<file path="config.mk">
export PLATFORM = sky130hd
export DESIGN_NAME = seq_pattern_tx
export DESIGN_NICKNAME = d
export VERILOG_FILES = /design/src/rtl/seq_pattern_tx.sv
export SDC_FILE = /design/constraint.sdc
export NUM_CORES = 1
export LEC_CHECK = 0
export CELL_PAD_IN_SITES_DETAIL_PLACEMENT = 1
export CELL_PAD_IN_SITES_GLOBAL_PLACEMENT = 1
export CORE_UTILIZATION = 43
export CTS_BUF_LIST = sky130_fd_sc_hd__clkbuf_4
export CTS_CLUSTER_SIZE = 30
export DETAILED_ROUTE_END_ITERATION = 16
export GPL_ROUTABILITY_DRIVEN = 0
export PLACE_DENSITY_LB_ADDON = 0.08
export RECOVER_POWER = 100
export SLEW_MARGIN = 5
export SYNTH_ARGS = -nofsm -noshare
export SYNTH_HDL_FRONTEND = slang
export SYNTH_SLANG_ARGS = --single-unit
</file>
<file path="constraint.sdc">
create_clock -name clk -period 2.7 [get_ports clk]
set_clock_uncertainty 0.1 [all_clocks]
set_input_delay 0.54 -clock clk [delete_from_list [all_inputs] [get_ports clk]]
set_output_delay 0.54 -clock clk [all_outputs]
set_load 0.02 [all_outputs]
</file>
<file path="src/rtl/seq_pattern_tx.sv">
// Serial pattern transmitter: sends PATTERN MSB first, repeated count times with
// gap idle-zero cycles between frames. All outputs are registered.
module seq_pattern_tx #(
    parameter int               PAT_W   = 4,
    parameter logic [PAT_W-1:0] PATTERN = 4'b1001,
    parameter int               GAP_W   = 4
) (
    input  logic             clk,
    input  logic             reset,
    input  logic             start_i,
    input  logic [7:0]       count_i,
    input  logic [GAP_W-1:0] gap_i,
    input  logic             abort_i,
    output logic             dout_o,
    output logic             busy_o,
    output logic             frame_done_o,
    output logic             done_o
);

    // state | meaning
    // IDLE  | waiting for start with count != 0; outputs low
    // SEND  | a pattern bit is on dout; bit_q is its index
    // GAP   | idle zeros between frames; gap_cnt_q counts remaining gap cycles
    typedef enum logic [1:0] {IDLE, SEND, GAP} state_t;

    localparam int              IDX_W    = $clog2(PAT_W);
    localparam logic [IDX_W-1:0] LAST_IDX = IDX_W'(PAT_W - 1);

    state_t             state_q, state_d;
    logic [IDX_W-1:0]   bit_q, bit_d;
    logic [7:0]         rem_q, rem_d;
    logic [GAP_W-1:0]   gap_cnt_q, gap_cnt_d;
    logic [GAP_W-1:0]   gap_lat_q, gap_lat_d;
    logic               dout_q, dout_d;
    logic               busy_q, busy_d;
    logic               frame_done_q, frame_done_d;
    logic               done_q, done_d;
    logic [IDX_W-1:0]   bit_dec;

    assign bit_dec = bit_q - IDX_W'(1);

    always_comb begin
        state_d      = state_q;
        bit_d        = bit_q;
        rem_d        = rem_q;
        gap_cnt_d    = gap_cnt_q;
        gap_lat_d    = gap_lat_q;
        dout_d       = 1'b0;
        busy_d       = busy_q;
        frame_done_d = 1'b0;
        done_d       = 1'b0;

        unique case (state_q)
            IDLE: begin
                busy_d = 1'b0;
                if (start_i && (count_i != 8'd0) && !abort_i) begin
                    state_d   = SEND;
                    rem_d     = count_i;
                    gap_lat_d = gap_i;
                    bit_d     = LAST_IDX;
                    dout_d    = PATTERN[LAST_IDX];
                    busy_d    = 1'b1;
                end
            end
            SEND: begin
                if (abort_i) begin
                    state_d = IDLE;
                    busy_d  = 1'b0;
                    rem_d   = 8'd0;
                end else if (bit_q != '0) begin
                    bit_d        = bit_dec;
                    dout_d       = PATTERN[bit_dec];
                    frame_done_d = (bit_dec == '0);
                end else begin
                    // rem_q is at least 1 here, so the decrement never underflows
                    rem_d = rem_q - 8'd1;
                    if (rem_q == 8'd1) begin
                        state_d = IDLE;
                        busy_d  = 1'b0;
                        done_d  = 1'b1;
                    end else if (gap_lat_q == '0) begin
                        bit_d  = LAST_IDX;
                        dout_d = PATTERN[LAST_IDX];
                    end else begin
                        state_d   = GAP;
                        gap_cnt_d = gap_lat_q;
                    end
                end
            end
            GAP: begin
                if (abort_i) begin
                    state_d   = IDLE;
                    busy_d    = 1'b0;
                    rem_d     = 8'd0;
                    gap_cnt_d = '0;
                end else if (gap_cnt_q == GAP_W'(1)) begin
                    state_d   = SEND;
                    gap_cnt_d = '0;
                    bit_d     = LAST_IDX;
                    dout_d    = PATTERN[LAST_IDX];
                end else begin
                    gap_cnt_d = gap_cnt_q - GAP_W'(1);
                end
            end
            default: begin
                state_d = IDLE;
                busy_d  = 1'b0;
            end
        endcase
    end

    always_ff @(posedge clk or posedge reset) begin
        if (reset) begin
            state_q      <= IDLE;
            bit_q        <= '0;
            rem_q        <= '0;
            gap_cnt_q    <= '0;
            gap_lat_q    <= '0;
            dout_q       <= 1'b0;
            busy_q       <= 1'b0;
            frame_done_q <= 1'b0;
            done_q       <= 1'b0;
        end else begin
            state_q      <= state_d;
            bit_q        <= bit_d;
            rem_q        <= rem_d;
            gap_cnt_q    <= gap_cnt_d;
            gap_lat_q    <= gap_lat_d;
            dout_q       <= dout_d;
            busy_q       <= busy_d;
            frame_done_q <= frame_done_d;
            done_q       <= done_d;
        end
    end

    assign dout_o       = dout_q;
    assign busy_o       = busy_q;
    assign frame_done_o = frame_done_q;
    assign done_o       = done_q;

endmodule

</file>
Word-level counts from Yosys, hierarchy flattened:

Cells that the tools add are included.

* output and inout bits: 4
* flip-flop bits (word level): 24
* bits of input ports: 16

* equality and inequality tests: 18
* reductions and logical operators: 16
* mux-type cells: 50
* add/sub/neg operators: 3
* magnitude comparators: 1

Operators with widths (number)
* 8-bit two-way mux: 4
* 2-bit two-way mux: 14
* 4-bit two-way mux: 6
* 8-bit case mux with 3 select lines: 1
* 1-bit two-way mux: 19
* 2-bit inequality test (second input constant): 8
* 3-bit inequality test (second input constant): 5
* 2-bit case mux with 3 select lines: 2
* 8-bit by 1-bit == test with 1-bit output (second input constant): 1
* 4-bit case mux with 2 select lines: 1
* 4-bit AND reduction: 2
* 8-bit nonzero test: 1
* 8-bit by 1-bit subtractor with 8-bit output (second input constant): 1
* 7-bit AND reduction: 1
* 1-bit case mux with 3 select lines: 2
* 5-bit AND reduction: 1
* 4-bit by 1-bit == test with 1-bit output (second input constant): 1
* 2-bit zero test: 2
* 4-bit zero test: 1
* 4-bit inequality test (second input constant): 1
* 2-bit nonzero test: 2
* 4-bit by 1-bit subtractor with 4-bit output (second input constant): 1
* 2-bit by 3-bit less-than comparator with 1-bit output (second input constant): 1
* 3-bit AND reduction: 1
* other kinds (8): 9

Longest topological paths before layout:

Gate-level depths: netlist of the first run.

* word-level depth: 6
* mapped depth: 8

Worst setup path before layout of the first run:

Ideal clock, no wire load.

* path type: reg2reg
* start point: register gap_cnt_q[1]
* end point: register state_q[0]
* stages on the path, launching flop included: 7
* data required time: 2475 ps
* data arrival time: 1738 ps
* slack: 737 ps
* period minus slack after synthesis: 1963 ps
* cell sequence: dfrtp_1 > inv_1 > ha_1 > or3b_4 > a222oi_1 > nand2_1 > mux2_4

* longest elaborated chain between the ends: 3

Ends and longest elaborated chain
* from (decl): RTL line 32 `logic [GAP_W-1:0] gap_cnt_q, gap_cnt_d;`
* from (signal assigned): RTL line 127 `gap_cnt_q <= gap_cnt_d;`
* 4-bit by 1-bit == test with 1-bit output: RTL line 96 `end else if (gap_cnt_q == GAP_W'(1)) begin`
* 3-bit inequality test (no source line)
* 4-bit AND reduction (no source line)
* to (signal assigned): RTL line 124 `state_q <= state_d;`
* to (decl): RTL line 29 `state_t state_q, state_d;`

Every way passes these cells.
A chain may end at the register's enable or synchronous reset.

Worst setup path after layout of the first run:

* start point: input port abort_i
* end point: register gap_cnt_q[2]

* longest elaborated chain between the ends: 2
* elaborated cells between the ends (all ways): 4
* those cells by class: eq/ne (1); mux (2); reduce/logical (1)

Ends and longest elaborated chain
* from (decl): RTL line 13 `input logic abort_i,`
* 2-bit inequality test (no source line) or 4-bit two-way mux (tied branches)
* 5-bit AND reduction (no source line) or 4-bit case mux with 2 select lines (tied branches)

Several ways; a longest one is shown, not always the timed one.

==> results of run 1 <==
[worst max-delay path, cell delays in order]
cell,delay [ns]
dlygate4sd3_1,0.64
clkbuf_1,0.17
a2111oi_0,0.60
o21ai_2,0.22
o21ai_0,0.21
o21ai_0,0.12
[stage by stage]
step | power, mW | area (um2)
floorplan | 1.43 | 1500
global placement | 1.73 | 1780
detailed placement | 1.82 | 1780
CTS | 2.09 | 1830
global route | 2.24 | 1820
finish | 2.06 | 1820
[layer usage]
metal	share of wire	wire, um	vias to the layer above	track usage
li1	-	-	666	-
met1	0.43	1750	666	0.298
met2	0.52	2130	28	0.438
met3	0.033	133	8	0.0362
met4	0.017	70	0	0.104
met5	0	0	-	0
[power by group through the flow]
stage | logic, mW | registers [mW] | clock network (mW)
after CTS | 1.14 | 0.672 | 0.275
after detailed placement | 1.13 | 0.682 | 0
after global routing | 1.25 | 0.696 | 0.291
final | 1.11 | 0.671 | 0.270
after floorplan | 0.784 | 0.645 | 0
after global placement | 1.07 | 0.666 | 0
[synth_stat cells (4+ instances only)]
cell	number
o21ai_0	23
dfrtp_1	24
ha_1	11
nor4_1	6
nor3_1	6
mux2_2	4
a21oi_1	14
inv_1	14
nor2_1	10
a22oi_1	5
nand2_1	11
[sequential cells by signal (all words and copies together) (netlist names)]
signal and cells:
rem_q 8, done_o 1, gap_cnt_q 4, frame_done_o 1, state_q 2, dout_o 1
gap_lat_q 4, busy_o 1, bit_q 2
[worst paths after layout]
check / startpoint / endpoint / slack [ns]
min in group asynchronous: reset / rem_q[2] / 1.00
worst max register to register: rem_q[1] / gap_cnt_q[2] / 0.34
worst min register to register: busy_o / busy_o / 0.43
max in group asynchronous: reset / done_o / 0.70
worst max-delay path: abort_i / gap_cnt_q[2] / 0.32
worst min-delay path: busy_o / busy_o / 0.43
[cell families after synthesis]
logic type	count (synthesis)	synth area share
and+or+nand+nor	50	0.177
adders and majority gates	11	0.0920
muxes	6	0.0469
AOI/OAI and AO/OA	56	0.228
buffers and inverters	17	0.0485
xor gates and xnor gates	1	0.00586
DFF	24	0.402
[layout make-up]
cell class	instances	area [um2]	area share
inverter	15	56.3	0.0310
multi-input combinational	124	818	0.450
clock inverter	1	30.0	0.0165
clock buffer	3	22.5	0.0124
sequential	24	601	0.331
tap	46	57.6	0.0317
timing repair buffer	26	231	0.127
==> results.rst, run 1 <==
.. list-table::
   :header-rows: 1

   * - Metric
     - Value
   * - Status
     - finished, final reports clean
   * - Most common cell after layout, fill and taps aside
     - dfrtp_1
   * - Routed wire length
     - 4080 um
   * - Switching power as a share of total power
     - 0.458
   * - Drt first-iter violations
     - 52
   * - Largest fanout on the critical path
     - 8
   * - Vias in the first global route
     - 1429
   * - Most used cells in the layout excluding fill and tap cells
     - dfrtp_1 (24), o21ai_0 (23), inv_1 (14), a21oi_1 (14), clkdlybuf4s50_1 (12)
   * - Overflow left after global routing
     - 0
   * - Via count of the routed design
     - 1368
   * - Die height
     - 61.0 um
   * - Yosys warnings
     - 0
   * - Critical path launch point type
     - input pin
   * - Required time of the critical path
     - 2.81 ns
   * - Count of unique library cells instantiated by Yosys
     - 38
   * - Initial antenna violation count
     - 0
   * - Clock Root Buffer
     - clkbuf_4
   * - Aggregate negative setup slack
     - 0 ns
   * - Slew at the pin closest to its max-slew limit
     - 1.34 ns
   * - Largest net degree at the start of global routing
     - 25
   * - Width of the die
     - 61.0 um
   * - Most common flop cell mapped by yosys
     - dfrtp_1
   * - Syn-to-layout area delta
     - 21.5%
   * - Post-CTS setup buffer count
     - 0
   * - Total placed cells including tap cells
     - 235
   * - Final Critical Period
     - 2.38 ns
   * - Category of the critical setup timing path
     - input pin to flip-flop
   * - Count of flip-flops with a built-in enable after synthesis
     - 0
   * - Boundary Pins
     - 20
   * - Number of hold violations in the final report
     - 0
   * - Max H-tree Level
     - 1
   * - Number of maximum-capacitance violations
     - 0
   * - Proportion of layout cells with a drive suffix above 1
     - 0.0777
   * - Leading cell types by total area after synthesis
     - dfrtp_1 (40%), ha_1 (9.2%), o21ai_0 (7.7%), a21oi_1 (4.7%), inv_1 (3.5%)
   * - Type of the tightest min-delay check
     - flip-flop to flip-flop
   * - Share of flip-flops with an asynchronous set or reset
     - 1.00
   * - Post-CTS sizing
     - 0
   * - Count of hold-fix buffers inserted at cts
     - 0
   * - Pre-CTS WS
     - 0.0907 ns
   * - Internal power contribution
     - 1.11 mW
   * - Filler cell count
     - 407
   * - Top cell type's share of synthesized area
     - 0.402
   * - Unrepaired setup endpoints after global routing
     - false
   * - CTS tree
     - done
   * - Max-slew violation total from the final report
     - 0
   * - NumNets Final
     - 221
   * - Fraction of the core area covered by cells at the end of the flow
     - 0.544
   * - Areal power density over the cells
     - 1130 mW/mm2
   * - First-pass GRT wire length
     - 6640 um
   * - Synthesized area per cell
     - 9.06 um2
   * - Number of clock sinks seen by CTS
     - 24
   * - Clock latency at the later pin of the worst-skew pair
     - 0.33 ns
   * - Static power due to leakage
     - 0.785 nW
   * - Clk pwr share
     - 0.131
   * - Headroom to the max-slew limit
     - 0.106
   * - Worst Hold Slack
     - 0.434 ns
   * - Count of inserted antenna diode cells
     - 0
   * - Vias per Instance
     - 5.72
   * - Routed length per placed instance
     - 17.1 um
   * - Post-route DRC
     - 0
   * - Peak supply drop
     - 0.000435 V
   * - Total core area
     - 0.00334 mm2
   * - Non-filler cells in the finished layout
     - 239
   * - Initial Utilization
     - 0.448
   * - Critical Path End Type
     - flip-flop
   * - Number of flip-flops and latches in the synthesized netlist
     - 24
   * - DR pass1 iterations
     - 5
   * - Largest buffer count on any clock path
     - 2
   * - Std cell rows
     - 21
   * - CTS Buf Count
     - 3
   * - Part of the power in registers
     - 0.327
   * - Area of the die
     - 0.00372 mm2
   * - Net switching power figure
     - 0.942 mW
   * - Buffers on Ports
     - 19
   * - Depth of the worst register-to-register path
     - 7
   * - PnR worst setup slack
     - 0.323 ns
   * - Logic gate share of total power
     - 0.542
   * - Setup Viol. Count Final
     - 0
   * - Netlist area before placement
     - 0.00150 mm2
   * - Part of the cycle the worst path needs
     - 0.881
   * - Cell count after synthesis
     - 165
   * - Detailed-placement wirelength estimate
     - 3200 um
   * - Post-route ant nets
     - 0
   * - Data arrival time of the critical path
     - 2.49 ns
   * - Sequential area share after synthesis
     - 0.402
   * - Library cell occupying the most area in the post-synthesis netlist
     - dfrtp_1
   * - Gr usage total
     - 0.247
   * - Synthesized Nets
     - 192
   * - Fmax
     - 421 MHz
   * - Clock Pin Slew Worst Setup and Hold Paths
     - 0.15 ns
   * - Number of cells on the worst hold path
     - 2
No activity file was read; power rests on OpenSTA's default activity.
==> inputs of run 2 (changes only) <==
Settings changed: ABC_AREA set to 1, CORE_UTILIZATION 43 to 42.
==> results.rst, run 2 <==
.. list-table::
   :header-rows: 1

   * - Metric
     - Value
   * - Post-CTS sizing
     - 0
   * - Overflow left after global routing
     - 0
   * - Number of maximum-capacitance violations
     - 0
   * - Yosys warnings
     - 0
   * - Terminus of the critical flop-to-flop path
     - rem_q[5]
   * - Depth of the worst register-to-register path
     - 11
   * - Post-route ant nets
     - 0
   * - Number of flip-flops and latches in the synthesized netlist
     - 24
   * - Std cell rows
     - 22
   * - Required time of the critical path
     - 2.84 ns
   * - Max-slew violation total from the final report
     - 0
   * - Count of flip-flops with a built-in enable after synthesis
     - 0
   * - Hold Startpoint
     - bit_q[1]
   * - Width of the die
     - 65.1 um
   * - Status
     - finished, final reports clean
   * - Largest buffer count on any clock path
     - 2
   * - Largest net degree at the start of global routing
     - 25
   * - Headroom to the max-slew limit
     - 0.132
   * - Count of hold-fix buffers inserted at cts
     - 0
   * - Static power due to leakage
     - 0.969 nW
   * - Share of flip-flops with an asynchronous set or reset
     - 1.00
   * - Post-route total power
     - 2.19 mW
   * - Final Critical Period
     - 2.05 ns
   * - Max H-tree Level
     - 1
   * - CTS Buf Count
     - 3
   * - Minimum setup slack among reg-to-reg paths
     - 0.65 ns
   * - Library cell contributing the largest single delay on the critical path
     - dfrtp_1
   * - Synthesized Nets
     - 252
   * - Area of the die
     - 0.00424 mm2
   * - Syn-to-layout area delta
     - 16.1%
   * - Cells along the critical path
     - inv_1, ha_1, inv_1, nor2_1, inv_4, o21ai_4, nor2_1, nand2_8, inv_6, nand2_1, nand2_1
   * - Areal power density over the cells
     - 1130 mW/mm2
   * - CP max stage delay
     - 0.46 ns
   * - Unrepaired setup endpoints after global routing
     - false
   * - Proportion of layout cells with a drive suffix above 1
     - 0.0843
   * - Clock latency at the later pin of the worst-skew pair
     - 0.34 ns
   * - Number of buffer and inverter stages on the critical path
     - 4
   * - Via count of the routed design
     - 1538
   * - Filler cell count
     - 489
   * - Top cells by instance count after synthesis
     - nand2_1 (67), inv_1 (25), dfrtp_1 (24), nor2_1 (20)
   * - Synthesized area per cell
     - 7.43 um2
   * - Gr usage total
     - 0.240
   * - Number of clock sinks seen by CTS
     - 24
   * - Boundary Pins
     - 20
   * - Routed length per placed instance
     - 14.5 um
   * - Pre-CTS WS
     - 0.598 ns
   * - Endpoint of the worst hold-timing path
     - bit_q[1]
   * - Die height
     - 65.1 um
   * - Area of combinational cells with multiple inputs
     - 913 um2
   * - Largest Register
     - rem_q
   * - Worst Hold Slack
     - 0.392 ns
   * - Critical Path End Type
     - flip-flop
   * - First-pass GRT wire length
     - 7730 um
   * - NumNets Final
     - 277
   * - DR pass1 iterations
     - 4
   * - Sequential area share after synthesis
     - 0.359
   * - Category of the critical setup timing path
     - flip-flop to flip-flop
   * - Fmax
     - 487 MHz
   * - Number of hold violations in the final report
     - 0
   * - Initial antenna violation count
     - 0
   * - Total core area
     - 0.00374 mm2
   * - Most common flop cell mapped by yosys
     - dfrtp_1
   * - Cell count after synthesis
     - 225
   * - Clock Pin Slew Worst Setup and Hold Paths
     - 0.13 ns
   * - Leading cell types by total area after synthesis
     - dfrtp_1 (36%), nand2_1 (15%), ha_1 (8.2%), inv_1 (5.6%), nor2_1 (4.5%)
   * - Buffers on Ports
     - 19
   * - Vias per Instance
     - 5.18
   * - CTS tree
     - done
   * - Peak supply drop
     - 0.000510 V
   * - Part of the cycle the worst path needs
     - 0.761
   * - Post-CTS setup buffer count
     - 0
   * - Number of flip-flops in the largest register
     - 8
   * - Count of inserted antenna diode cells
     - 0
   * - Aggregate negative setup slack
     - 0 ns
   * - Number of cells on the worst hold path
     - 2
   * - Setup Viol. Count Final
     - 0
   * - Most used cells in the layout excluding fill and tap cells
     - nand2_1 (69), inv_1 (27), dfrtp_1 (24)
   * - Library cell occupying the most area in the post-synthesis netlist
     - dfrtp_1
   * - Largest fanout on the critical path
     - 10
   * - PnR worst setup slack
     - 0.645 ns
   * - Detailed-placement wirelength estimate
     - 3430 um
   * - Most instantiated library cell after synthesis
     - nand2_1
   * - Data arrival time of the critical path
     - 2.19 ns
   * - Post-route DRC
     - 0
   * - Netlist area before placement
     - 0.00167 mm2
   * - Slew at the pin closest to its max-slew limit
     - 1.30 ns
   * - Vias in the first global route
     - 1604
   * - Drt first-iter violations
     - 85
   * - Clock Root Buffer
     - clkbuf_4
   * - Top flop regs
     - rem_q: 8 flops, gap_cnt_q: 4 flops, gap_lat_q: 4 flops
   * - Top cell type's share of synthesized area
     - 0.359
   * - Most common cell after layout, fill and taps aside
     - nand2_1
   * - Routed wire length
     - 4320 um
   * - Type of the tightest min-delay check
     - flip-flop to flip-flop
   * - Initial Utilization
     - 0.447
   * - Family of cells with the greatest summed delay on the critical path
     - simple AND/OR/NAND/NOR gates
   * - Area taken by flip-flops and latches
     - 601 um2
   * - Critical path launch point type
     - flip-flop
   * - Crit Reg-Reg Startpoint
     - state_q[1]
   * - Count of unique library cells instantiated by Yosys
     - 28
==> run 2: changes by cell type in the layout (fill, tap and decap cells not counted), moves of 5 or more <==
cell and change:
nand2_2 +6, nor3_1 -5, o21ai_0 -11, nor2_1 +13, inv_1 +13, nand2_1 +58, a21oi_1 -8, nor4_1 -6
nand3_1 +10, nand4_1 +10
==> run 2: metal layers <==
layer / share of wire / global-route usage / up-vias
li1: - / - / 772
met1: 0.48 / 0.330 / 731
met2: 0.47 / 0.393 / 28
met3: 0.038 / 0.0387 / 7
met4: 0.012 / 0.0571 / 0
met5: 0 / 0 / -
==> run 2: how the worst max path moves through the flow <==
stage / startpoint / end / depth (start not counted)
finish: state_q[1] / rem_q[5] / 11
floorplan: state_q[1] / rem_q[0] / 11
global placement: count_i[4] / rem_q[7] / 9
global route: reset / rem_q[7] / 3
detailed placement: abort_i / gap_cnt_q[3] / 8
CTS: busy_o / busy_o / 1
==> run 2: kinds of logic after synthesis <==
logic type | count (synthesis) | share of synthesized area
and+or+nand+nor | 129 | 0.375
buffers and inverters | 30 | 0.0719
AOI/OAI and AO/OA | 29 | 0.101
DFF | 24 | 0.359
adders and majority gates | 11 | 0.0823
xor gates and xnor gates | 2 | 0.0105
==> run 2: report_power, final <==
part	leakage, nW	switching, mW	internal [mW]
Clock	0.0279	0.122	0.150
Sequential	0.304	0.127	0.511
Combinational	0.637	0.830	0.446
Total	0.969	1.08	1.11
==> run 2: final cells by class <==
type,count,share of cell area
clock inverter,1,0.0155
multi-input combinational,171,0.471
clock buffer,3,0.0116
tap,48,0.0309
timing repair buffer,20,0.0999
inverter,30,0.0619
sequential,24,0.309
==> run 2: worst reg2reg max path, delay by kind of cell (launching register included) <==
kind | cells | cell delay, ns
simple gates | 5 | 0.66
flops | 1 | 0.46
buf+inv | 4 | 0.39
fa+ha+maj | 1 | 0.22
compound gates | 1 | 0.16
==> run 2: through the flow <==
step	cell area, um2	utilization	cells
6_report	1940	0.518	297
5_1_grt	1940	0.518	297
4_1_cts	1980	0.529	297
3_5_place_dp	1930	0.515	293
3_3_place_gp	1930	0.515	293
2_1_floorplan	1670	-	225
